`config.mk`:
```
export PLATFORM = sky130hd
export DESIGN_NAME = ct_clint_apb_mst_flat
export DESIGN_NICKNAME = d
export VERILOG_FILES = /design/src/rtl/ct_clint_apb_mst_pkg.sv /design/src/rtl/ct_clint_apb_mst_if.sv /design/src/rtl/ct_clint_apb_mst_timer.sv /design/src/rtl/ct_clint_apb_mst.sv /design/src/flat_wrapper.sv
export SDC_FILE = /design/constraint.sdc
export NUM_CORES = 1
export LEC_CHECK = 0
export ABC_AREA = 0
export BUFFER_PORTS_ARGS = -buffer_cell sky130_fd_sc_hd__buf_4
export CAP_MARGIN = 30
export CORE_MARGIN = 3
export CORE_UTILIZATION = 30
export CTS_CLUSTER_DIAMETER = 150
export DETAILED_ROUTE_END_ITERATION = 7
export HOLD_SLACK_MARGIN = 0.12
export PLACE_DENSITY = 0.6
export SETUP_SLACK_MARGIN = 0.02
export SYNTH_ARGS = -nofsm -noshare
export SYNTH_HDL_FRONTEND = slang
export SYNTH_SLANG_ARGS = --single-unit
```
`constraint.sdc`:
```
create_clock -name forever_apbclk -period 2.4 [get_ports forever_apbclk]
set_clock_uncertainty 0.15 [all_clocks]
set_input_delay 0.36 -clock forever_apbclk [delete_from_list [all_inputs] [get_ports forever_apbclk]]
set_output_delay 0.36 -clock forever_apbclk [all_outputs]
set_load 0.01 [all_outputs]
```
`src/rtl/ct_clint_apb_mst_pkg.sv`:
```
// ---------------------------------------------------------------------------
// ct_clint_apb_pkg
// Shared definitions for the CLINT APB initiator:
//   - apb_state_e        : 2-bit FSM encoding (IDLE/SETUP/ACCESS/RESP)
//   - CLINT_*_OFF        : register offsets of the CLINT slave
//   - TIMEOUT_CYCLES_DEF : default ACCESS-phase abort limit
//   - TIMER_W            : width of the ACCESS-phase wait counter
// ---------------------------------------------------------------------------
package ct_clint_apb_pkg;

  typedef enum logic [1:0] {
    ST_IDLE   = 2'd0,
    ST_SETUP  = 2'd1,
    ST_ACCESS = 2'd2,
    ST_RESP   = 2'd3
  } apb_state_e;

  localparam logic [31:0] CLINT_MSIP_OFF     = 32'h0000_0000;
  localparam logic [31:0] CLINT_MTIMECMP_OFF = 32'h0000_4000;
  localparam logic [31:0] CLINT_SSIP_OFF     = 32'h0000_C000;
  localparam logic [31:0] CLINT_STIMECMP_OFF = 32'h0000_D000;

  localparam int TIMEOUT_CYCLES_DEF = 256;

  // Wide enough for the largest legal TIMEOUT_CYCLES (65535).
  localparam int TIMER_W = 16;

endpackage

```
`src/rtl/ct_clint_apb_mst_if.sv`:
```
// ---------------------------------------------------------------------------
// ct_clint_apb_mst_if
// Bundles the request channel, the response channel and the CLINT APB bus.
//   modport master : view of the initiator (accepts requests, drives APB,
//                    returns responses)
//   modport slave  : view of the surroundings (issues requests, consumes
//                    responses, answers the APB bus)
// ---------------------------------------------------------------------------
interface ct_clint_apb_mst_if #(
  parameter int ADDR_WIDTH = 32,
  parameter int DATA_WIDTH = 32
);

  // request channel
  logic                  req_vld;
  logic                  req_rdy;
  logic [ADDR_WIDTH-1:0] req_addr;
  logic [DATA_WIDTH-1:0] req_wdata;
  logic                  req_write;
  logic [1:0]            req_prot;

  // response channel
  logic                  rsp_vld;
  logic                  rsp_rdy;
  logic [DATA_WIDTH-1:0] rsp_rdata;
  logic                  rsp_err;
  logic                  rsp_timeout;

  // APB bus towards the CLINT
  logic                  psel_clint;
  logic                  penable;
  logic [ADDR_WIDTH-1:0] paddr;
  logic [DATA_WIDTH-1:0] pwdata;
  logic                  pwrite;
  logic [1:0]            pprot;
  logic [DATA_WIDTH-1:0] prdata_clint;
  logic                  pready_clint;
  logic                  perr_clint;

  modport master (
    input  req_vld, req_addr, req_wdata, req_write, req_prot,
    output req_rdy,
    output rsp_vld, rsp_rdata, rsp_err, rsp_timeout,
    input  rsp_rdy,
    output psel_clint, penable, paddr, pwdata, pwrite, pprot,
    input  prdata_clint, pready_clint, perr_clint
  );

  modport slave (
    output req_vld, req_addr, req_wdata, req_write, req_prot,
    input  req_rdy,
    input  rsp_vld, rsp_rdata, rsp_err, rsp_timeout,
    output rsp_rdy,
    input  psel_clint, penable, paddr, pwdata, pwrite, pprot,
    output prdata_clint, pready_clint, perr_clint
  );

endinterface

```
`src/rtl/ct_clint_apb_mst_timer.sv`:
```
// ---------------------------------------------------------------------------
// ct_clint_apb_mst_timer
// ACCESS-phase wait counter used to abort a transfer whose slave never
// raises pready. Only instantiated when CLINT_APB_TIMEOUT_EN is defined.
// Ports:
//   clk_i    : APB clock
//   rst_ni   : asynchronous active-low reset
//   clr_i    : restart the count (asserted in the cycle before ACCESS)
//   inc_i    : one more ACCESS cycle without pready
//   expire_o : count has reached TIMEOUT_CYCLES-1
// ---------------------------------------------------------------------------
module ct_clint_apb_mst_timer
  import ct_clint_apb_pkg::*;
#(
  parameter int TIMEOUT_CYCLES = TIMEOUT_CYCLES_DEF
) (
  input  logic clk_i,
  input  logic rst_ni,
  input  logic clr_i,
  input  logic inc_i,
  output logic expire_o
);

  localparam logic [TIMER_W-1:0] LAST_CNT = TIMER_W'(TIMEOUT_CYCLES - 1);

  logic [TIMER_W-1:0] cnt_q;
  logic [TIMER_W-1:0] cnt_d;

  // Next count: clear wins, saturate at the expiry value.
  always_comb begin
    cnt_d = cnt_q;
    if (clr_i) begin
      cnt_d = '0;
    end else if (inc_i && (cnt_q != LAST_CNT)) begin
      cnt_d = cnt_q + 16'd1;
    end else begin
      cnt_d = cnt_q;
    end
  end

  // Counter register.
  always_ff @(posedge clk_i or negedge rst_ni) begin
    if (!rst_ni) begin
      cnt_q <= '0;
    end else begin
      cnt_q <= cnt_d;
    end
  end

  assign expire_o = (cnt_q == LAST_CNT);

endmodule

```
`src/rtl/ct_clint_apb_mst.sv`:
```
// ---------------------------------------------------------------------------
// ct_clint_apb_mst
// APB initiator for the CLINT slave port. Takes one register access at a
// time from a valid/ready request channel, runs the APB SETUP/ACCESS
// sequence and returns read data / error on a held valid/ready response.
// All outputs come straight from flops.
// Ports:
//   forever_apbclk : APB clock
//   cpurst_b       : asynchronous active-low reset
//   bus            : ct_clint_apb_mst_if.master (request, response, APB)
// Parameters: ADDR_WIDTH, DATA_WIDTH, TIMEOUT_CYCLES (2..65535).
// Optional feature: define CLINT_APB_TIMEOUT_EN to abort an ACCESS phase
// after TIMEOUT_CYCLES cycles without pready (rsp_err=1, rsp_timeout=1).
// Without it ACCESS waits indefinitely and rsp_timeout stays 0.
// ---------------------------------------------------------------------------
module ct_clint_apb_mst
  import ct_clint_apb_pkg::*;
#(
  parameter int ADDR_WIDTH     = 32,
  parameter int DATA_WIDTH     = 32,
  parameter int TIMEOUT_CYCLES = TIMEOUT_CYCLES_DEF
) (
  input logic                forever_apbclk,
  input logic                cpurst_b,
  ct_clint_apb_mst_if.master bus
);

  apb_state_e            state_q,       state_d;
  logic                  req_rdy_q,     req_rdy_d;
  logic                  psel_q,        psel_d;
  logic                  penable_q,     penable_d;
  logic [ADDR_WIDTH-1:0] paddr_q,       paddr_d;
  logic [DATA_WIDTH-1:0] pwdata_q,      pwdata_d;
  logic                  pwrite_q,      pwrite_d;
  logic [1:0]            pprot_q,       pprot_d;
  logic                  rsp_vld_q,     rsp_vld_d;
  logic [DATA_WIDTH-1:0] rsp_rdata_q,   rsp_rdata_d;
  logic                  rsp_err_q,     rsp_err_d;
  logic                  rsp_timeout_q, rsp_timeout_d;
  logic                  expire_s;

`ifdef CLINT_APB_TIMEOUT_EN
  logic tmr_clr_s;
  logic tmr_inc_s;

  // Clearing during SETUP means the count is 0 in the first ACCESS cycle.
  assign tmr_clr_s = (state_q == ST_SETUP);
  assign tmr_inc_s = (state_q == ST_ACCESS) && !bus.pready_clint;

  ct_clint_apb_mst_timer #(
    .TIMEOUT_CYCLES (TIMEOUT_CYCLES)
  ) u_timer (
    .clk_i    (forever_apbclk),
    .rst_ni   (cpurst_b),
    .clr_i    (tmr_clr_s),
    .inc_i    (tmr_inc_s),
    .expire_o (expire_s)
  );
`else
  logic unused_tmo_s;

  assign unused_tmo_s = (TIMEOUT_CYCLES > 1);
  assign expire_s     = 1'b0;
`endif

  // Next-state and next-output logic; every register holds by default.
  always_comb begin
    state_d       = state_q;
    req_rdy_d     = req_rdy_q;
    psel_d        = psel_q;
    penable_d     = penable_q;
    paddr_d       = paddr_q;
    pwdata_d      = pwdata_q;
    pwrite_d      = pwrite_q;
    pprot_d       = pprot_q;
    rsp_vld_d     = rsp_vld_q;
    rsp_rdata_d   = rsp_rdata_q;
    rsp_err_d     = rsp_err_q;
    rsp_timeout_d = rsp_timeout_q;

    case (state_q)
      ST_IDLE: begin
        if (bus.req_vld) begin
          paddr_d   = bus.req_addr;
          pwdata_d  = bus.req_wdata;
          pwrite_d  = bus.req_write;
          pprot_d   = bus.req_prot;
          req_rdy_d = 1'b0;
          psel_d    = 1'b1;
          penable_d = 1'b0;
          state_d   = ST_SETUP;
        end else begin
          req_rdy_d = 1'b1;
          state_d   = ST_IDLE;
        end
      end

      ST_SETUP: begin
        psel_d    = 1'b1;
        penable_d = 1'b1;
        state_d   = ST_ACCESS;
      end

      ST_ACCESS: begin
        // A slave answer in the expiry cycle still counts as a normal completion.
        if (bus.pready_clint) begin
          psel_d        = 1'b0;
          penable_d     = 1'b0;
          rsp_vld_d     = 1'b1;
          rsp_rdata_d   = pwrite_q ? '0 : bus.prdata_clint;
          rsp_err_d     = bus.perr_clint;
          rsp_timeout_d = 1'b0;
          state_d       = ST_RESP;
        end else if (expire_s) begin
          psel_d        = 1'b0;
          penable_d     = 1'b0;
          rsp_vld_d     = 1'b1;
          rsp_rdata_d   = '0;
          rsp_err_d     = 1'b1;
          rsp_timeout_d = 1'b1;
          state_d       = ST_RESP;
        end else begin
          state_d = ST_ACCESS;
        end
      end

      ST_RESP: begin
        // req_rdy rises only after the response is gone, so a new request
        // can never be taken in the completing cycle.
        if (bus.rsp_rdy) begin
          rsp_vld_d     = 1'b0;
          rsp_rdata_d   = '0;
          rsp_err_d     = 1'b0;
          rsp_timeout_d = 1'b0;
          req_rdy_d     = 1'b1;
          state_d       = ST_IDLE;
        end else begin
          state_d = ST_RESP;
        end
      end

      default: begin
        psel_d        = 1'b0;
        penable_d     = 1'b0;
        rsp_vld_d     = 1'b0;
        rsp_rdata_d   = '0;
        rsp_err_d     = 1'b0;
        rsp_timeout_d = 1'b0;
        req_rdy_d     = 1'b1;
        state_d       = ST_IDLE;
      end
    endcase
  end

  // State and output registers; reset aborts any transfer in flight.
  always_ff @(posedge forever_apbclk or negedge cpurst_b) begin
    if (!cpurst_b) begin
      state_q       <= ST_IDLE;
      req_rdy_q     <= 1'b1;
      psel_q        <= 1'b0;
      penable_q     <= 1'b0;
      paddr_q       <= '0;
      pwdata_q      <= '0;
      pwrite_q      <= 1'b0;
      pprot_q       <= 2'b00;
      rsp_vld_q     <= 1'b0;
      rsp_rdata_q   <= '0;
      rsp_err_q     <= 1'b0;
      rsp_timeout_q <= 1'b0;
    end else begin
      state_q       <= state_d;
      req_rdy_q     <= req_rdy_d;
      psel_q        <= psel_d;
      penable_q     <= penable_d;
      paddr_q       <= paddr_d;
      pwdata_q      <= pwdata_d;
      pwrite_q      <= pwrite_d;
      pprot_q       <= pprot_d;
      rsp_vld_q     <= rsp_vld_d;
      rsp_rdata_q   <= rsp_rdata_d;
      rsp_err_q     <= rsp_err_d;
      rsp_timeout_q <= rsp_timeout_d;
    end
  end

  assign bus.req_rdy     = req_rdy_q;
  assign bus.psel_clint  = psel_q;
  assign bus.penable     = penable_q;
  assign bus.paddr       = paddr_q;
  assign bus.pwdata      = pwdata_q;
  assign bus.pwrite      = pwrite_q;
  assign bus.pprot       = pprot_q;
  assign bus.rsp_vld     = rsp_vld_q;
  assign bus.rsp_rdata   = rsp_rdata_q;
  assign bus.rsp_err     = rsp_err_q;
  assign bus.rsp_timeout = rsp_timeout_q;

endmodule

```
`src/flat_wrapper.sv`:
```
// flat-port wrapper written by rule: the top's interface ports become plain ports
module ct_clint_apb_mst_flat import ct_clint_apb_pkg::*;
#(
  parameter int ADDR_WIDTH     = 32,
  parameter int DATA_WIDTH     = 32,
  parameter int TIMEOUT_CYCLES = TIMEOUT_CYCLES_DEF
)
  (forever_apbclk, cpurst_b, bus_req_vld, bus_req_addr, bus_req_wdata, bus_req_write, bus_req_prot, bus_req_rdy, bus_rsp_vld, bus_rsp_rdata, bus_rsp_err, bus_rsp_timeout, bus_rsp_rdy, bus_psel_clint, bus_penable, bus_paddr, bus_pwdata, bus_pwrite, bus_pprot, bus_prdata_clint, bus_pready_clint, bus_perr_clint);
  ct_clint_apb_mst_if #(.ADDR_WIDTH(ADDR_WIDTH), .DATA_WIDTH(DATA_WIDTH)) bus_i ();
  input logic forever_apbclk;
  input logic cpurst_b;
  input wire logic [$bits(bus_i.req_vld)-1:0] bus_req_vld;
  input wire logic [$bits(bus_i.req_addr)-1:0] bus_req_addr;
  input wire logic [$bits(bus_i.req_wdata)-1:0] bus_req_wdata;
  input wire logic [$bits(bus_i.req_write)-1:0] bus_req_write;
  input wire logic [$bits(bus_i.req_prot)-1:0] bus_req_prot;
  output wire logic [$bits(bus_i.req_rdy)-1:0] bus_req_rdy;
  output wire logic [$bits(bus_i.rsp_vld)-1:0] bus_rsp_vld;
  output wire logic [$bits(bus_i.rsp_rdata)-1:0] bus_rsp_rdata;
  output wire logic [$bits(bus_i.rsp_err)-1:0] bus_rsp_err;
  output wire logic [$bits(bus_i.rsp_timeout)-1:0] bus_rsp_timeout;
  input wire logic [$bits(bus_i.rsp_rdy)-1:0] bus_rsp_rdy;
  output wire logic [$bits(bus_i.psel_clint)-1:0] bus_psel_clint;
  output wire logic [$bits(bus_i.penable)-1:0] bus_penable;
  output wire logic [$bits(bus_i.paddr)-1:0] bus_paddr;
  output wire logic [$bits(bus_i.pwdata)-1:0] bus_pwdata;
  output wire logic [$bits(bus_i.pwrite)-1:0] bus_pwrite;
  output wire logic [$bits(bus_i.pprot)-1:0] bus_pprot;
  input wire logic [$bits(bus_i.prdata_clint)-1:0] bus_prdata_clint;
  input wire logic [$bits(bus_i.pready_clint)-1:0] bus_pready_clint;
  input wire logic [$bits(bus_i.perr_clint)-1:0] bus_perr_clint;
  assign bus_i.req_vld = bus_req_vld;
  assign bus_i.req_addr = bus_req_addr;
  assign bus_i.req_wdata = bus_req_wdata;
  assign bus_i.req_write = bus_req_write;
  assign bus_i.req_prot = bus_req_prot;
  assign bus_req_rdy = bus_i.req_rdy;
  assign bus_rsp_vld = bus_i.rsp_vld;
  assign bus_rsp_rdata = bus_i.rsp_rdata;
  assign bus_rsp_err = bus_i.rsp_err;
  assign bus_rsp_timeout = bus_i.rsp_timeout;
  assign bus_i.rsp_rdy = bus_rsp_rdy;
  assign bus_psel_clint = bus_i.psel_clint;
  assign bus_penable = bus_i.penable;
  assign bus_paddr = bus_i.paddr;
  assign bus_pwdata = bus_i.pwdata;
  assign bus_pwrite = bus_i.pwrite;
  assign bus_pprot = bus_i.pprot;
  assign bus_i.prdata_clint = bus_prdata_clint;
  assign bus_i.pready_clint = bus_pready_clint;
  assign bus_i.perr_clint = bus_perr_clint;
  ct_clint_apb_mst #(.ADDR_WIDTH(ADDR_WIDTH), .DATA_WIDTH(DATA_WIDTH), .TIMEOUT_CYCLES(TIMEOUT_CYCLES)) u_core (.forever_apbclk(forever_apbclk), .cpurst_b(cpurst_b), .bus(bus_i));
endmodule
```
==> results of run 1 <==
-- worst max-delay path, delay by kind of cell (launching register included) --
family	cells	cell delay (ns)
AND/OR/NAND/NOR	2	0.59
multiplexers	1	0.36
buffers and inverters	1	0.25
flip-flops	1	0.51
-- final timing paths --
| check | from | endpoint | slack [ns] |
|---|---|---|---|
| min in group asynchronous | cpurst_b | u_core.bus.paddr[21]$_DFFE_PN0P_ | 0.50 |
| worst min-delay path | bus_perr_clint | u_core.bus.rsp_err$_DFFE_PN0P_ | 0.19 |
| worst max-delay path | u_core.state_q[1]$_DFF_PN0_ | u_core.bus.pwdata[15]$_DFFE_PN0P_ | 0.41 |
| max in group asynchronous | cpurst_b | u_core.bus.rsp_rdata[15]$_DFFE_PN0P_ | 1.17 |
| worst max register to register | u_core.state_q[1]$_DFF_PN0_ | u_core.bus.pwdata[15]$_DFFE_PN0P_ | 0.41 |
| worst min register to register | u_core.bus.pwdata[6]$_DFFE_PN0P_ | u_core.bus.pwdata[6]$_DFFE_PN0P_ | 0.36 |
-- layout by cell type, fill, tap and decap left out, drive strengths merged --
master and n:
nor2b 3, and3 1, o22ai 1, and2 1
dfstp 1, o21ai 4, clkinv 1, nand2 6
a22o 32, a31oi 1, nor3 2, dfrtp 105
buf 215, o2bb2ai 1, inv 1, nor2 3
mux2i 1, a21oi 2, clkbuf 12, conb 1
clkinvlp 1, mux2 68, dlygate4sd3 101
-- layer usage --
layer,GRT usage (%),routed length [um]
met4,6.37,221
met3,4.19,858
met5,0,0
met2,26.3,5820
met1,17.7,4580
-- synth_stat cells (all sizes together), types with 2 or more instances --
cell type / count / area, sq um
dfrtp: 105 / 2630
mux2: 68 / 837
nor2b: 3 / 18.8
a21oi: 2 / 10.0
nand2: 6 / 22.5
a22o: 32 / 280
o21ai: 4 / 20.0
nor2: 3 / 13.8
buf: 16 / 136
nor3: 2 / 10.0
-- metrics by stage --
step                      std cells  power, W  worst slack [ns]  hold slack [ns]  cell area (sq um)
after floorplan                 251   0.00495             0.693          -0.0856               4060
after global placement          621   0.00676             0.465            0.328               5780
after detailed placement        621   0.00680             0.404            0.334               5780
after CTS                       736   0.00838             0.401            0.167               7070
after global routing            736   0.00883             0.293            0.205               7070
final                           736   0.00829             0.410            0.187               7070
-- state kept, by name (all words and copies together) (netlist names) --
| name | flops |
|---|---|
| u_core.bus.req_rdy | 1 |
| u_core.bus.psel_clint | 1 |
| u_core.bus.rsp_err | 1 |
| u_core.bus.pwdata | 32 |
| u_core.bus.penable | 1 |
| u_core.bus.rsp_vld | 1 |
| u_core.state_q | 2 |
| u_core.bus.pprot | 2 |
| u_core.bus.rsp_rdata | 32 |
| u_core.bus.pwrite | 1 |
| u_core.bus.paddr | 32 |
-- final cells by class --
| cell class | count | share of cell area, % |
|---|---|---|
| Multi-Input combinational cell | 127 | 17.9 |
| Tap cell | 172 | 3.04 |
| Timing Repair Buffer | 316 | 37.5 |
| Sequential cell | 106 | 37.5 |
| Inverter | 1 | 0.0531 |
| Clock buffer | 12 | 3.77 |
| Clock inverter | 2 | 0.177 |
-- cells by family after synthesis --
group           Yosys count
flops                   106
other cells               1
mux                      69
buf+inv                  18
simple gates             16
compound gates           41
-- report_power, final --
group          total, W  leakage, nW  switching, W  internal [W]
registers       0.00326         1.30      0.000564       0.00270
clock network   0.00139        0.137      0.000618      0.000776
logic           0.00364         1.98       0.00144       0.00220
==> report_table.html, run 1 <==
<table>
<tr><th>Metric</th><th>Value</th></tr>
<tr><th colspan="2">Layout</th></tr>
<tr><td>Total area of multi-input combinational cells</td><td>1270 sq um</td></tr>
<tr><td>Diodes inserted</td><td>0</td></tr>
<tr><td>Area of all sequential standard cells</td><td>2650 sq um</td></tr>
<tr><td>Core utilization of the finished layout</td><td>54.7%</td></tr>
<tr><td>Ratio of cells with drive above 1 in the final layout</td><td>53.4%</td></tr>
<tr><td>Area growth, synth to finish</td><td>74.1%</td></tr>
<tr><td>Net total in the final layout</td><td>666</td></tr>
<tr><td>Filler Cells Inserted</td><td>1,057</td></tr>
<tr><th colspan="2">Power</th></tr>
<tr><td>Ratio of total power to cell area</td><td>1170 nW/um^2</td></tr>
<tr><td>LEAKAGE</td><td>3.42 nW</td></tr>
<tr><td>IR drop worst, VDD</td><td>0.551 mV</td></tr>
<tr><th colspan="2">Setup path</th></tr>
<tr><td>WP data arrival</td><td>2.06 ns</td></tr>
<tr><td>Worst path slowest cell</td><td>dfrtp_1</td></tr>
<tr><td>Critical Path Source Type</td><td>flip-flop</td></tr>
<tr><td>Worst setup path category</td><td>reg -&gt; reg</td></tr>
<tr><td>Worst-path maximum fanout</td><td>30</td></tr>
<tr><td>Crit. End Element</td><td>flip-flop</td></tr>
<tr><td>Required @ worst endpoint</td><td>2.47 ns</td></tr>
<tr><td>Highest cell delay on the worst timing path</td><td>0.51 ns</td></tr>
<tr><td>Crit path cell chain</td><td>nor2_2 -&gt; and2_4 -&gt; buf_12 -&gt; mux2_2</td></tr>
<tr><td>R2R depth</td><td>4</td></tr>
<tr><th colspan="2">Synth</th></tr>
<tr><td>Per-instance average area after synthesis</td><td>16.2 sq um</td></tr>
<tr><td>Dominant combinational cell family by area after synthesis</td><td>multiplexers</td></tr>
<tr><td>Fraction of the mapped netlist area in simple logic gates</td><td>1.97%</td></tr>
<tr><td>Part of the Yosys area used for sequential elements</td><td>65.4%</td></tr>
<tr><td>Share of flip-flops with an asynchronous set or reset</td><td>100%</td></tr>
<tr><td>Unique masters post-synth</td><td>26</td></tr>
<tr><td>EDFF count, synth</td><td>0</td></tr>
<tr><td>Syn Std Cell Area</td><td>4060 sq um</td></tr>
<tr><td>Synthesized-area fraction occupied by ao, oa, aoi and oai cells</td><td>8.17%</td></tr>
<tr><td>Count of synthesis-stage warnings from yosys</td><td>0</td></tr>
<tr><td>Adder-Cell Fraction of Synth Area</td><td>0%</td></tr>
<tr><td>Post-synth top flop</td><td>dfrtp_1</td></tr>
<tr><td>Mux share of post-synthesis cell area</td><td>20.9%</td></tr>
<tr><td>Flop and latch count out of synthesis</td><td>106</td></tr>
<tr><td>XOR/XNOR share of the synthesized area</td><td>0%</td></tr>
<tr><td>Gate count of the mapped netlist</td><td>251</td></tr>
<tr><td>Number of nets produced by synthesis</td><td>356</td></tr>
<tr><th colspan="2">GRT</th></tr>
<tr><td>Initial antenna violation count</td><td>0</td></tr>
<tr><td>Wire length of the first global-routing pass</td><td>17.7 mm</td></tr>
<tr><td>Number of global-route vias before repair</td><td>3,503</td></tr>
<tr><td>Pin count of the biggest net entering global routing</td><td>107</td></tr>
<tr><td>Total Routing Usage GR</td><td>15.2%</td></tr>
<tr><td>GRT overflow</td><td>0</td></tr>
<tr><th colspan="2">Clock tree</th></tr>
<tr><td>CTS clock-pin slew for the worst setup and hold paths</td><td>0.07 ns</td></tr>
<tr><td>Post-CTS resize count</td><td>0</td></tr>
<tr><td># hold bufs at CTS</td><td>101</td></tr>
<tr><td>CTS tree</td><td>yes</td></tr>
<tr><td>Clock tree root driver cell</td><td>clkbuf_16</td></tr>
<tr><td>Number of levels the H-tree was split into</td><td>3</td></tr>
<tr><td>Number of buffers between clock root and the deepest sink</td><td>2</td></tr>
<tr><td>CTS buffer count</td><td>9</td></tr>
<tr><td>TritonCTS sink count</td><td>106</td></tr>
<tr><td>Clock Latency Late Sink</td><td>0.34 ns</td></tr>
<tr><td>Post-CTS Repair Setup Buffers</td><td>0</td></tr>
<tr><th colspan="2">Flow run</th></tr>
<tr><td>Max Cap Viol</td><td>0</td></tr>
<tr><th colspan="2">Place</th></tr>
<tr><td>Number of I/O port buffers</td><td>208</td></tr>
<tr><td>Final estimated routing congestion in global placement</td><td>0.695</td></tr>
<tr><td>HPWL after DPL</td><td>7.12 mm</td></tr>
<tr><th colspan="2">Drt</th></tr>
<tr><td>Post-Route WL</td><td>11.5 mm</td></tr>
<tr><td>First-pass iteration count of the detailed router</td><td>4</td></tr>
<tr><td>Average routed wire per standard cell</td><td>15.6 um</td></tr>
<tr><td>First-iteration detailed-routing DRC count</td><td>109</td></tr>
<tr><td>Routed vias</td><td>3,225</td></tr>
<tr><td>Remaining routing DRC violations</td><td>0</td></tr>
<tr><td>Ratio of routed vias to standard cells</td><td>4.38</td></tr>
<tr><td>Post-route antenna net violation count</td><td>0</td></tr>
<tr><th colspan="2">Hold path</th></tr>
<tr><td>Worst hold stages</td><td>3</td></tr>
<tr><td>Hold Path Class</td><td>in -&gt; reg</td></tr>
<tr><th colspan="2">STA</th></tr>
<tr><td>Final slew viol count</td><td>0</td></tr>
<tr><td>Time the worst path needs with I/O delays and setup</td><td>1.99 ns</td></tr>
<tr><td>Slew HR</td><td>62.2%</td></tr>
<tr><td>Actual slew at the worst max-slew pin</td><td>0.567 ns</td></tr>
<tr><td># setup viols final</td><td>0</td></tr>
<tr><td>Fin Setup TNS</td><td>0 ns</td></tr>
<tr><td>RSZ-0062 raised after global routing</td><td>false</td></tr>
<tr><td>Count of endpoints failing hold in the final timing report</td><td>0</td></tr>
<tr><td>Part of the cycle the worst path needs</td><td>82.9%</td></tr>
<tr><td>Achievable frequency</td><td>502 MHz</td></tr>
<tr><th colspan="2">Floorplanning</th></tr>
<tr><td>Starting density of the core</td><td>31.4%</td></tr>
<tr><td>Core Footprint</td><td>12,900 sq um</td></tr>
<tr><td>I/O pin total</td><td>210</td></tr>
<tr><td>Floorplan die height</td><td>122 um</td></tr>
<tr><td>Floorplan die area</td><td>15,000 sq um</td></tr>
<tr><td>Standard-cell rows</td><td>41</td></tr>
<tr><td>Width of the die</td><td>122 um</td></tr>
<tr><th colspan="2">Outcome</th></tr>
<tr><td>Result of the run</td><td>finished clean</td></tr>
</table>
Power figures use the tool's default switching activity.
==> run 2, diff against run 1 <==
--- a/config.mk
+++ b/config.mk
@@ -13,7 +13,7 @@
 export CTS_CLUSTER_DIAMETER = 150
 export DETAILED_ROUTE_END_ITERATION = 7
 export HOLD_SLACK_MARGIN = 0.12
-export PLACE_DENSITY = 0.6
+export PLACE_DENSITY = 0.62
 export SETUP_SLACK_MARGIN = 0.02
 export SYNTH_ARGS = -nofsm -noshare
 export SYNTH_HDL_FRONTEND = slang
==> constraint.sdc (replaced) <==
create_clock -name forever_apbclk -period 1.79 [get_ports forever_apbclk]
set_clock_uncertainty 0.15 [all_clocks]
set_input_delay 0.2685 -clock forever_apbclk [delete_from_list [all_inputs] [get_ports forever_apbclk]]
set_output_delay 0.2685 -clock forever_apbclk [all_outputs]
set_load 0.01 [all_outputs]
==> run 2 against run 1 <==
Count of clock-buffer cells in the layout fell by 2. Total power rose by 38%. First-iteration DRC count rose by 6.4%. Core utilization rose by 1.2 points. Sequential power rose by 33%. Hold slack improved by 0.063 ns. Non-clock buffer count rose by 6. Die area did not move. Critical endpoint is now u_core.bus.pprot[0]$_DFFE_PN0P_. Largest cell class is now non-clock buffers. Highest routed layer unchanged.
==> report_table.html, run 2 (synthesis results as in run 1) <==
<table>
<tr><th>Metric</th><th>Value</th></tr>
<tr><th colspan="2">Outcome</th></tr>
<tr><td>Result of the run</td><td>finished clean</td></tr>
<tr><th colspan="2">Clock tree</th></tr>
<tr><td>TritonCTS sink count</td><td>106 (unchanged)</td></tr>
<tr><td>Clock Latency Late Sink</td><td>0.34 ns (about the same)</td></tr>
<tr><td>CTS tree</td><td>yes</td></tr>
<tr><td>Number of buffers between clock root and the deepest sink</td><td>2 (unchanged)</td></tr>
<tr><td>Post-CTS resize count</td><td>0 (unchanged)</td></tr>
<tr><td>CTS buffer count</td><td>9 (unchanged)</td></tr>
<tr><td>Number of levels the H-tree was split into</td><td>3 (unchanged)</td></tr>
<tr><td>Clock tree root driver cell</td><td>clkbuf_16</td></tr>
<tr><td>CTS clock-pin slew for the worst setup and hold paths</td><td>0.07 ns (about the same)</td></tr>
<tr><th colspan="2">Setup path</th></tr>
<tr><td>Highest cell delay on the worst timing path</td><td>0.53 ns (+0.02 ns)</td></tr>
<tr><td>Beginning of the critical path</td><td>bus_req_vld</td></tr>
<tr><td>Crit. End Element</td><td>flip-flop</td></tr>
<tr><td>Critical register-to-register path startpoint</td><td>u_core.state_q[0]$_DFF_PN0_</td></tr>
<tr><td>Termination of the worst setup path</td><td>u_core.bus.pprot[0]$_DFFE_PN0P_</td></tr>
<tr><td>WP data arrival</td><td>1.73 ns (-0.33 ns)</td></tr>
<tr><td>Crit path cell chain</td><td>dlygate4sd3_1 -&gt; buf_4 -&gt; and2_4 -&gt; buf_12 -&gt; mux2_2</td></tr>
<tr><td>Destination of the worst register-to-register timing path</td><td>u_core.bus.pprot[0]$_DFFE_PN0P_</td></tr>
<tr><td>Required @ worst endpoint</td><td>1.86 ns (-0.61 ns)</td></tr>
<tr><td>Register-to-register setup slack</td><td>0.14 ns (-0.27 ns)</td></tr>
<tr><td>Worst setup path category</td><td>in -&gt; reg</td></tr>
<tr><td>Worst-path maximum fanout</td><td>34 (+13%)</td></tr>
<tr><td>Worst path slowest cell</td><td>dlygate4sd3_1</td></tr>
<tr><td>Critical Path Source Type</td><td>input pin</td></tr>
<tr><td>R2R depth</td><td>4 (unchanged)</td></tr>
<tr><th colspan="2">Layout</th></tr>
<tr><td>Area growth, synth to finish</td><td>77.9%</td></tr>
<tr><td>Commonest non-fill, non-tap cells in the layout</td><td>buf_4 (211), dfrtp_1 (105), dlygate4sd3_1 (104)</td></tr>
<tr><td>Total area of multi-input combinational cells</td><td>1270 sq um (unchanged)</td></tr>
<tr><td>Area of all sequential standard cells</td><td>2650 sq um (unchanged)</td></tr>
<tr><td>Final cell count without fillers</td><td>743 (+0.95%)</td></tr>
<tr><td>Core utilization of the finished layout</td><td>55.9% (+1.2 points)</td></tr>
<tr><td>Net total in the final layout</td><td>672 (+0.90%)</td></tr>
<tr><td>Filler Cells Inserted</td><td>1,043 (-1.3%)</td></tr>
<tr><td>Ratio of cells with drive above 1 in the final layout</td><td>53.4% (about the same)</td></tr>
<tr><td>Diodes inserted</td><td>0 (unchanged)</td></tr>
<tr><td>Most common cell after layout, fill and taps aside</td><td>buf_4</td></tr>
<tr><th colspan="2">Drt</th></tr>
<tr><td>Met1 wire length</td><td>4.68 mm (+2.2%)</td></tr>
<tr><td>Uppermost layer routed</td><td>met4</td></tr>
<tr><td>Post-route antenna net violation count</td><td>0 (unchanged)</td></tr>
<tr><td>Post-Route WL</td><td>11.6 mm (+1.2%)</td></tr>
<tr><td>First-iteration detailed-routing DRC count</td><td>116 (+6.4%)</td></tr>
<tr><td>Remaining routing DRC violations</td><td>0 (unchanged)</td></tr>
<tr><td>Routed vias</td><td>3,279 (+1.7%)</td></tr>
<tr><td>Met3 wire length</td><td>915 um (+6.6%)</td></tr>
<tr><td>Average routed wire per standard cell</td><td>15.6 um (+0.22%)</td></tr>
<tr><td>Total length of routed met2 wires</td><td>5.74 mm (-1.3%)</td></tr>
<tr><td>First-pass iteration count of the detailed router</td><td>4 (unchanged)</td></tr>
<tr><td>Ratio of routed vias to standard cells</td><td>4.41 (+0.72%)</td></tr>
<tr><th colspan="2">GRT</th></tr>
<tr><td>Pin count of the biggest net entering global routing</td><td>37 (-65%)</td></tr>
<tr><td>Number of global-route vias before repair</td><td>3,639 (+3.9%)</td></tr>
<tr><td>Initial antenna violation count</td><td>0 (unchanged)</td></tr>
<tr><td>GRT overflow</td><td>0 (unchanged)</td></tr>
<tr><td>Total Routing Usage GR</td><td>15.5% (+0.25 points)</td></tr>
<tr><td>Wire length of the first global-routing pass</td><td>18.1 mm (+2.3%)</td></tr>
<tr><th colspan="2">STA</th></tr>
<tr><td>Count of endpoints failing hold in the final timing report</td><td>0 (unchanged)</td></tr>
<tr><td>Achievable frequency</td><td>605 MHz</td></tr>
<tr><td>Final slew viol count</td><td>0 (unchanged)</td></tr>
<tr><td>Part of the cycle the worst path needs</td><td>92.4%</td></tr>
<tr><td>RSZ-0062 raised after global routing</td><td>false</td></tr>
<tr><td>Fin Setup TNS</td><td>0 ns (unchanged)</td></tr>
<tr><td># setup viols final</td><td>0 (unchanged)</td></tr>
<tr><td>Time the worst path needs with I/O delays and setup</td><td>1.65 ns</td></tr>
<tr><th colspan="2">Floorplanning</th></tr>
<tr><td>Standard-cell rows</td><td>41 (unchanged)</td></tr>
<tr><td>Floorplan die area</td><td>15,000 sq um (unchanged)</td></tr>
<tr><td>Width of the die</td><td>122 um (unchanged)</td></tr>
<tr><td>Starting density of the core</td><td>31.4% (unchanged)</td></tr>
<tr><td>Floorplan die height</td><td>122 um (unchanged)</td></tr>
<tr><td>I/O pin total</td><td>210 (unchanged)</td></tr>
<tr><td>Core Footprint</td><td>12,900 sq um (unchanged)</td></tr>
<tr><th colspan="2">Place</th></tr>
<tr><td>Post-Place Cells</td><td>624 (+0.48%)</td></tr>
<tr><td>Number of I/O port buffers</td><td>208 (unchanged)</td></tr>
<tr><td>HPWL after DPL</td><td>7.53 mm (+5.8%)</td></tr>
<tr><td>Final estimated routing congestion in global placement</td><td>0.714 (+2.8%)</td></tr>
<tr><th colspan="2">Power</th></tr>
<tr><td>Ratio of total power to cell area</td><td>1590 nW/um^2 (+35%)</td></tr>
<tr><td>IR drop worst, VDD</td><td>0.750 mV (+36%)</td></tr>
<tr><td>LEAKAGE</td><td>3.49 nW (+2.0%)</td></tr>
<tr><th colspan="2">Flow run</th></tr>
<tr><td>Max Cap Viol</td><td>0 (unchanged)</td></tr>
<tr><th colspan="2">Hold path</th></tr>
<tr><td>Hold Path Class</td><td>in -&gt; async</td></tr>
</table>
## run 2: cell count changes in the layout (fill, tap and decap cells not counted)
cell	previous run	this run
buf_4	213	211
buf_12	2	7
clkbuf_8	3	1
clkinv_4	0	1
bufinv_16	0	2
clkinv_2	1	2
clkinvlp_4	1	0
dlygate4sd3_1	101	104
## run 2: layout make-up
| cell class | count | share of cell area (%) |
|---|---|---|
| multi-input cells | 127 | 17.5 |
| repair buffers | 322 | 38.3 |
| clock inverters | 5 | 1.09 |
| well taps | 172 | 2.98 |
| inverters | 1 | 0.0520 |
| flip-flops and latches | 106 | 36.7 |
| clock buffers | 10 | 3.31 |
## run 2: critical path: cells and delay by family
family	cells	cell delay [ns]
and+or+nand+nor	1	0.17
muxes	1	0.37
buffers and inverters	3	0.87
## run 2: repair_timing
item,4_1_cts,5_1_grt
hold buffers,104,0
buffers inserted,0,0
hold endpoints to repair,208,0
## run 2: metrics by stage
step,setup slack (ns),power [W],hold WS (ns),instance area (sq um)
3_5_place_dp,0.167,0.00925,0.0829,5860
2_1_floorplan,0.0826,0.00664,-0.177,4060
3_3_place_gp,0.200,0.00913,0.0814,5860
5_1_grt,0.0956,0.0122,0.283,7220
6_report,0.136,0.0115,0.250,7220
4_1_cts,0.154,0.0116,0.248,7220
## run 2: where the power goes
group / total, W / leakage (nW) / switching [W] / internal (W)
Sequential: 0.00433 / 1.30 / 0.000709 / 0.00362
Combinational: 0.00505 / 2.03 / 0.00202 / 0.00304
Clock: 0.00208 / 0.158 / 0.000831 / 0.00125
## run 2: layer usage
metal  vias to the layer above  track usage, %
met5                         -               0
met4                         0            6.79
met3                        19            4.52
met2                       136            26.8
met1                      1592            17.7
li1                       1532               -
## run 2: worst min path at each step
stage	slack [ns]	cells past startpoint	start	endpoint
after global routing	0.28	2	cpurst_b	u_core.bus.pprot[1]$_DFFE_PN0P_
after global placement	0.08	1	cpurst_b	u_core.bus.paddr[31]$_DFFE_PN0P_
after detailed placement	0.08	1	cpurst_b	u_core.bus.pwdata[10]$_DFFE_PN0P_
after floorplan	-0.18	0	cpurst_b	u_core.bus.paddr[0]$_DFFE_PN0P_
after CTS	0.25	2	cpurst_b	u_core.bus.pwdata[10]$_DFFE_PN0P_
final	0.25	2	cpurst_b	u_core.bus.pwdata[14]$_DFFE_PN0P_
==> run 3, diff against run 2 <==
--- a/config.mk
+++ b/config.mk
@@ -8,6 +8,7 @@
 export ABC_AREA = 0
 export BUFFER_PORTS_ARGS = -buffer_cell sky130_fd_sc_hd__buf_4
 export CAP_MARGIN = 30
+export CORE_ASPECT_RATIO = 0.9
 export CORE_MARGIN = 3
 export CORE_UTILIZATION = 30
 export CTS_CLUSTER_DIAMETER = 150
==> run 3 against run 2 <==
Register-to-register slack about the same. Setup slack improved by 0.0097 ns. Cell count decreased by 0.94%. Sequential cell count unchanged. First-iteration DRC count increased by 10%. Via count decreased by 0.52%. Global-route usage decreased by 0.077 points. Clock power decreased by 7%. Critical path type unchanged. Critical endpoint is now u_core.bus.pprot[1]$_DFFE_PN0P_. Largest cell class unchanged.
==> report_table.html, run 3 (synthesis results as in run 1) <==
<table>
<tr><th>Metric</th><th>Value</th></tr>
<tr><th colspan="2">Clock tree</th></tr>
<tr><td>Number of buffers between clock root and the deepest sink</td><td>2 (unchanged)</td></tr>
<tr><td># hold bufs at CTS</td><td>104 (unchanged)</td></tr>
<tr><td>Post-CTS Repair Setup Buffers</td><td>0 (unchanged)</td></tr>
<tr><td>Post-CTS resize count</td><td>0 (unchanged)</td></tr>
<tr><td>Clock Latency Late Sink</td><td>0.34 ns (about the same)</td></tr>
<tr><td>Clock tree root driver cell</td><td>clkbuf_16</td></tr>
<tr><td>TritonCTS sink count</td><td>106 (unchanged)</td></tr>
<tr><td>Number of levels the H-tree was split into</td><td>3 (unchanged)</td></tr>
<tr><td>CTS clock-pin slew for the worst setup and hold paths</td><td>0.07 ns (about the same)</td></tr>
<tr><td>CTS tree</td><td>yes</td></tr>
<tr><td>CTS buffer count</td><td>9 (unchanged)</td></tr>
<tr><th colspan="2">Setup path</th></tr>
<tr><td>R2R depth</td><td>4 (unchanged)</td></tr>
<tr><td>WP data arrival</td><td>1.72 ns (about the same)</td></tr>
<tr><td>Worst-path maximum fanout</td><td>37 (+8.8%)</td></tr>
<tr><td>Highest cell delay on the worst timing path</td><td>0.53 ns (about the same)</td></tr>
<tr><td>Critical Path Source Type</td><td>input pin</td></tr>
<tr><td>Worst setup path category</td><td>in -&gt; reg</td></tr>
<tr><td>Destination of the worst register-to-register timing path</td><td>u_core.bus.pprot[1]$_DFFE_PN0P_</td></tr>
<tr><td>Total buffers and inverters traversed by the critical path</td><td>3 (unchanged)</td></tr>
<tr><td>Required @ worst endpoint</td><td>1.87 ns (about the same)</td></tr>
<tr><td>Crit. End Element</td><td>flip-flop</td></tr>
<tr><td>Crit path cell chain</td><td>dlygate4sd3_1 -&gt; buf_4 -&gt; and2_4 -&gt; buf_12 -&gt; mux2_2</td></tr>
<tr><td>Critical register-to-register path startpoint</td><td>u_core.state_q[0]$_DFF_PN0_</td></tr>
<tr><td>Worst path slowest cell</td><td>dlygate4sd3_1</td></tr>
<tr><td>Cell family with the largest share of critical-path delay</td><td>buffers and inverters</td></tr>
<tr><td>Register-to-register setup slack</td><td>0.15 ns (about the same)</td></tr>
<tr><th colspan="2">Drt</th></tr>
<tr><td>Average routed wire per standard cell</td><td>15.7 um (+0.23%)</td></tr>
<tr><td>Ratio of routed vias to standard cells</td><td>4.43 (+0.43%)</td></tr>
<tr><td>Routed vias</td><td>3,262 (-0.52%)</td></tr>
<tr><td>First-iteration detailed-routing DRC count</td><td>128 (+10%)</td></tr>
<tr><td>Post-Route WL</td><td>11.5 mm (-0.71%)</td></tr>
<tr><td>First-pass iteration count of the detailed router</td><td>4 (unchanged)</td></tr>
<tr><td>Remaining routing DRC violations</td><td>0 (unchanged)</td></tr>
<tr><td>Post-route antenna net violation count</td><td>0 (unchanged)</td></tr>
<tr><th colspan="2">Floorplanning</th></tr>
<tr><td>I/O pin total</td><td>210 (unchanged)</td></tr>
<tr><td>Starting density of the core</td><td>31.3% (-0.13 points)</td></tr>
<tr><td>Standard-cell rows</td><td>39 (-4.9%)</td></tr>
<tr><td>Floorplan die area</td><td>15,000 sq um (about the same)</td></tr>
<tr><td>Core Footprint</td><td>13,000 sq um (+0.41%)</td></tr>
<tr><td>Floorplan die height</td><td>116 um (-4.9%)</td></tr>
<tr><td>Width of the die</td><td>129 um (+5.1%)</td></tr>
<tr><th colspan="2">STA</th></tr>
<tr><td>Slew HR</td><td>64.8%</td></tr>
<tr><td>Count of endpoints failing hold in the final timing report</td><td>0 (unchanged)</td></tr>
<tr><td>Time the worst path needs with I/O delays and setup</td><td>1.64 ns (-0.00967 ns)</td></tr>
<tr><td>RSZ-0062 raised after global routing</td><td>false</td></tr>
<tr><td>Part of the cycle the worst path needs</td><td>91.8% (-0.54 points)</td></tr>
<tr><td>Fin Setup TNS</td><td>0 ns (unchanged)</td></tr>
<tr><td>Fin worst setup slack</td><td>0.146 ns (+0.00967 ns)</td></tr>
<tr><td>Actual slew at the worst max-slew pin</td><td>0.528 ns</td></tr>
<tr><td>Final slew viol count</td><td>0 (unchanged)</td></tr>
<tr><td>Achievable frequency</td><td>608 MHz (+0.59%)</td></tr>
<tr><td># setup viols final</td><td>0 (unchanged)</td></tr>
<tr><th colspan="2">GRT</th></tr>
<tr><td>GRT overflow</td><td>0 (unchanged)</td></tr>
<tr><td>Pin count of the biggest net entering global routing</td><td>38 (+2.7%)</td></tr>
<tr><td>Initial antenna violation count</td><td>0 (unchanged)</td></tr>
<tr><td>Wire length of the first global-routing pass</td><td>17.9 mm (-1.3%)</td></tr>
<tr><td>Number of global-route vias before repair</td><td>3,546 (-2.6%)</td></tr>
<tr><td>Total Routing Usage GR</td><td>15.4% (-0.077 points)</td></tr>
<tr><th colspan="2">Place</th></tr>
<tr><td>Final estimated routing congestion in global placement</td><td>0.687 (-3.8%)</td></tr>
<tr><td>HPWL after DPL</td><td>7.59 mm (+0.82%)</td></tr>
<tr><td>Number of I/O port buffers</td><td>208 (unchanged)</td></tr>
<tr><td>Minimum setup slack after placement</td><td>0.170 ns (+0.00321 ns)</td></tr>
<tr><th colspan="2">Power</th></tr>
<tr><td>Ratio of total power to cell area</td><td>1570 nW/um^2 (-1.1%)</td></tr>
<tr><td>Combinational group share of total power</td><td>44.5% (+0.4 points)</td></tr>
<tr><td>Switching power summed over all nets</td><td>0.00353 W (-0.66%)</td></tr>
<tr><td>Fraction of power consumed by the clock network</td><td>17.2% (-1.0 points)</td></tr>
<tr><td>IR drop worst, VDD</td><td>0.885 mV (+18%)</td></tr>
<tr><td>Proportion of power drawn by flip-flops and latches</td><td>38.3% (+0.6 points)</td></tr>
<tr><td>Final total power</td><td>0.0113 W (-1.7%)</td></tr>
<tr><td>Internal</td><td>0.00774 W (-2.1%)</td></tr>
<tr><td>LEAKAGE</td><td>3.48 nW (-0.45%)</td></tr>
<tr><td>Switching share of total power</td><td>31.3% (+0.31 points)</td></tr>
<tr><th colspan="2">Flow run</th></tr>
<tr><td>Max Cap Viol</td><td>0 (unchanged)</td></tr>
<tr><th colspan="2">Outcome</th></tr>
<tr><td>Result of the run</td><td>finished clean</td></tr>
<tr><th colspan="2">Layout</th></tr>
<tr><td>Most common cell after layout, fill and taps aside</td><td>buf_4</td></tr>
<tr><td>Area growth, synth to finish</td><td>76.9%</td></tr>
<tr><td>Commonest non-fill, non-tap cells in the layout</td><td>buf_4 (212), dfrtp_1 (105), dlygate4sd3_1 (104)</td></tr>
<tr><td>Diodes inserted</td><td>0 (unchanged)</td></tr>
<tr><td>Net total in the final layout</td><td>672 (unchanged)</td></tr>
<tr><td>Ratio of cells with drive above 1 in the final layout</td><td>53.5% (+0.081 points)</td></tr>
<tr><th colspan="2">Hold path</th></tr>
<tr><td>Hold Path Class</td><td>in -&gt; async</td></tr>
</table>
-- run 3: changes by cell type in the layout (fill, tap and decap cells not counted) --
cell and change:
bufinv_16 -2, clkinvlp_4 +1, buf_12 -1, buf_4 +1, clkbuf_8 +3, clkinv_2 -1
-- run 3: power by group through the flow --
stage,clock [W],combinational [W],sequential (W)
final,0.00194,0.00502,0.00433
after global placement,0,0.00480,0.00433
after global routing,0.00214,0.00539,0.00451
after detailed placement,0,0.00489,0.00434
after floorplan,0,0.00181,0.00483
after CTS,0.00203,0.00507,0.00433
-- run 3: final cells by class --
| class | count | area, sq um |
|---|---|---|
| inverter | 1 | 3.75 |
| clock inverter | 3 | 21.3 |
| timing repair buffer | 322 | 2750 |
| sequential | 106 | 2650 |
| multi-input combinational | 127 | 1270 |
| fill | 1032 | 5800 |
| clock buffer | 13 | 280 |
| tap | 164 | 205 |
-- run 3: how the worst max path moves through the flow --
stage	startpoint	cells after the start	end	slack [ns]
final	bus_req_vld	5	u_core.bus.pprot[1]$_DFFE_PN0P_	0.15
after global routing	u_core.state_q[0]$_DFF_PN0_	4	u_core.bus.pprot[1]$_DFFE_PN0P_	0.09
after CTS	u_core.state_q[0]$_DFF_PN0_	4	u_core.bus.pwdata[5]$_DFFE_PN0P_	0.16
after detailed placement	u_core.state_q[0]$_DFF_PN0_	4	u_core.bus.pwdata[5]$_DFFE_PN0P_	0.17
after global placement	u_core.state_q[0]$_DFF_PN0_	4	u_core.bus.paddr[4]$_DFFE_PN0P_	0.19
after floorplan	u_core.state_q[0]$_DFF_PN0_	7	u_core.bus.paddr[23]$_DFFE_PN0P_	0.08
-- run 3: routing by layer --
layer / share of wire, % / up-vias / GRT usage [%]
li1: - / 1533 / -
met2: 51 / 142 / 27.3
met4: 1.6 / 0 / 5.32
met3: 7.8 / 14 / 5.21
met1: 40 / 1573 / 17.4
met5: 0 / - / 0
-- run 3: per-stage QoR --
stage	utilization (%)	cells	instance area (sq um)	hold WS, ns
after floorplan	-	251	4060	-0.177
after global placement	45.0	616	5840	0.125
after detailed placement	45.0	616	5840	0.139
after CTS	55.3	736	7180	0.295
after global routing	55.3	736	7180	0.323
final	55.3	736	7180	0.309
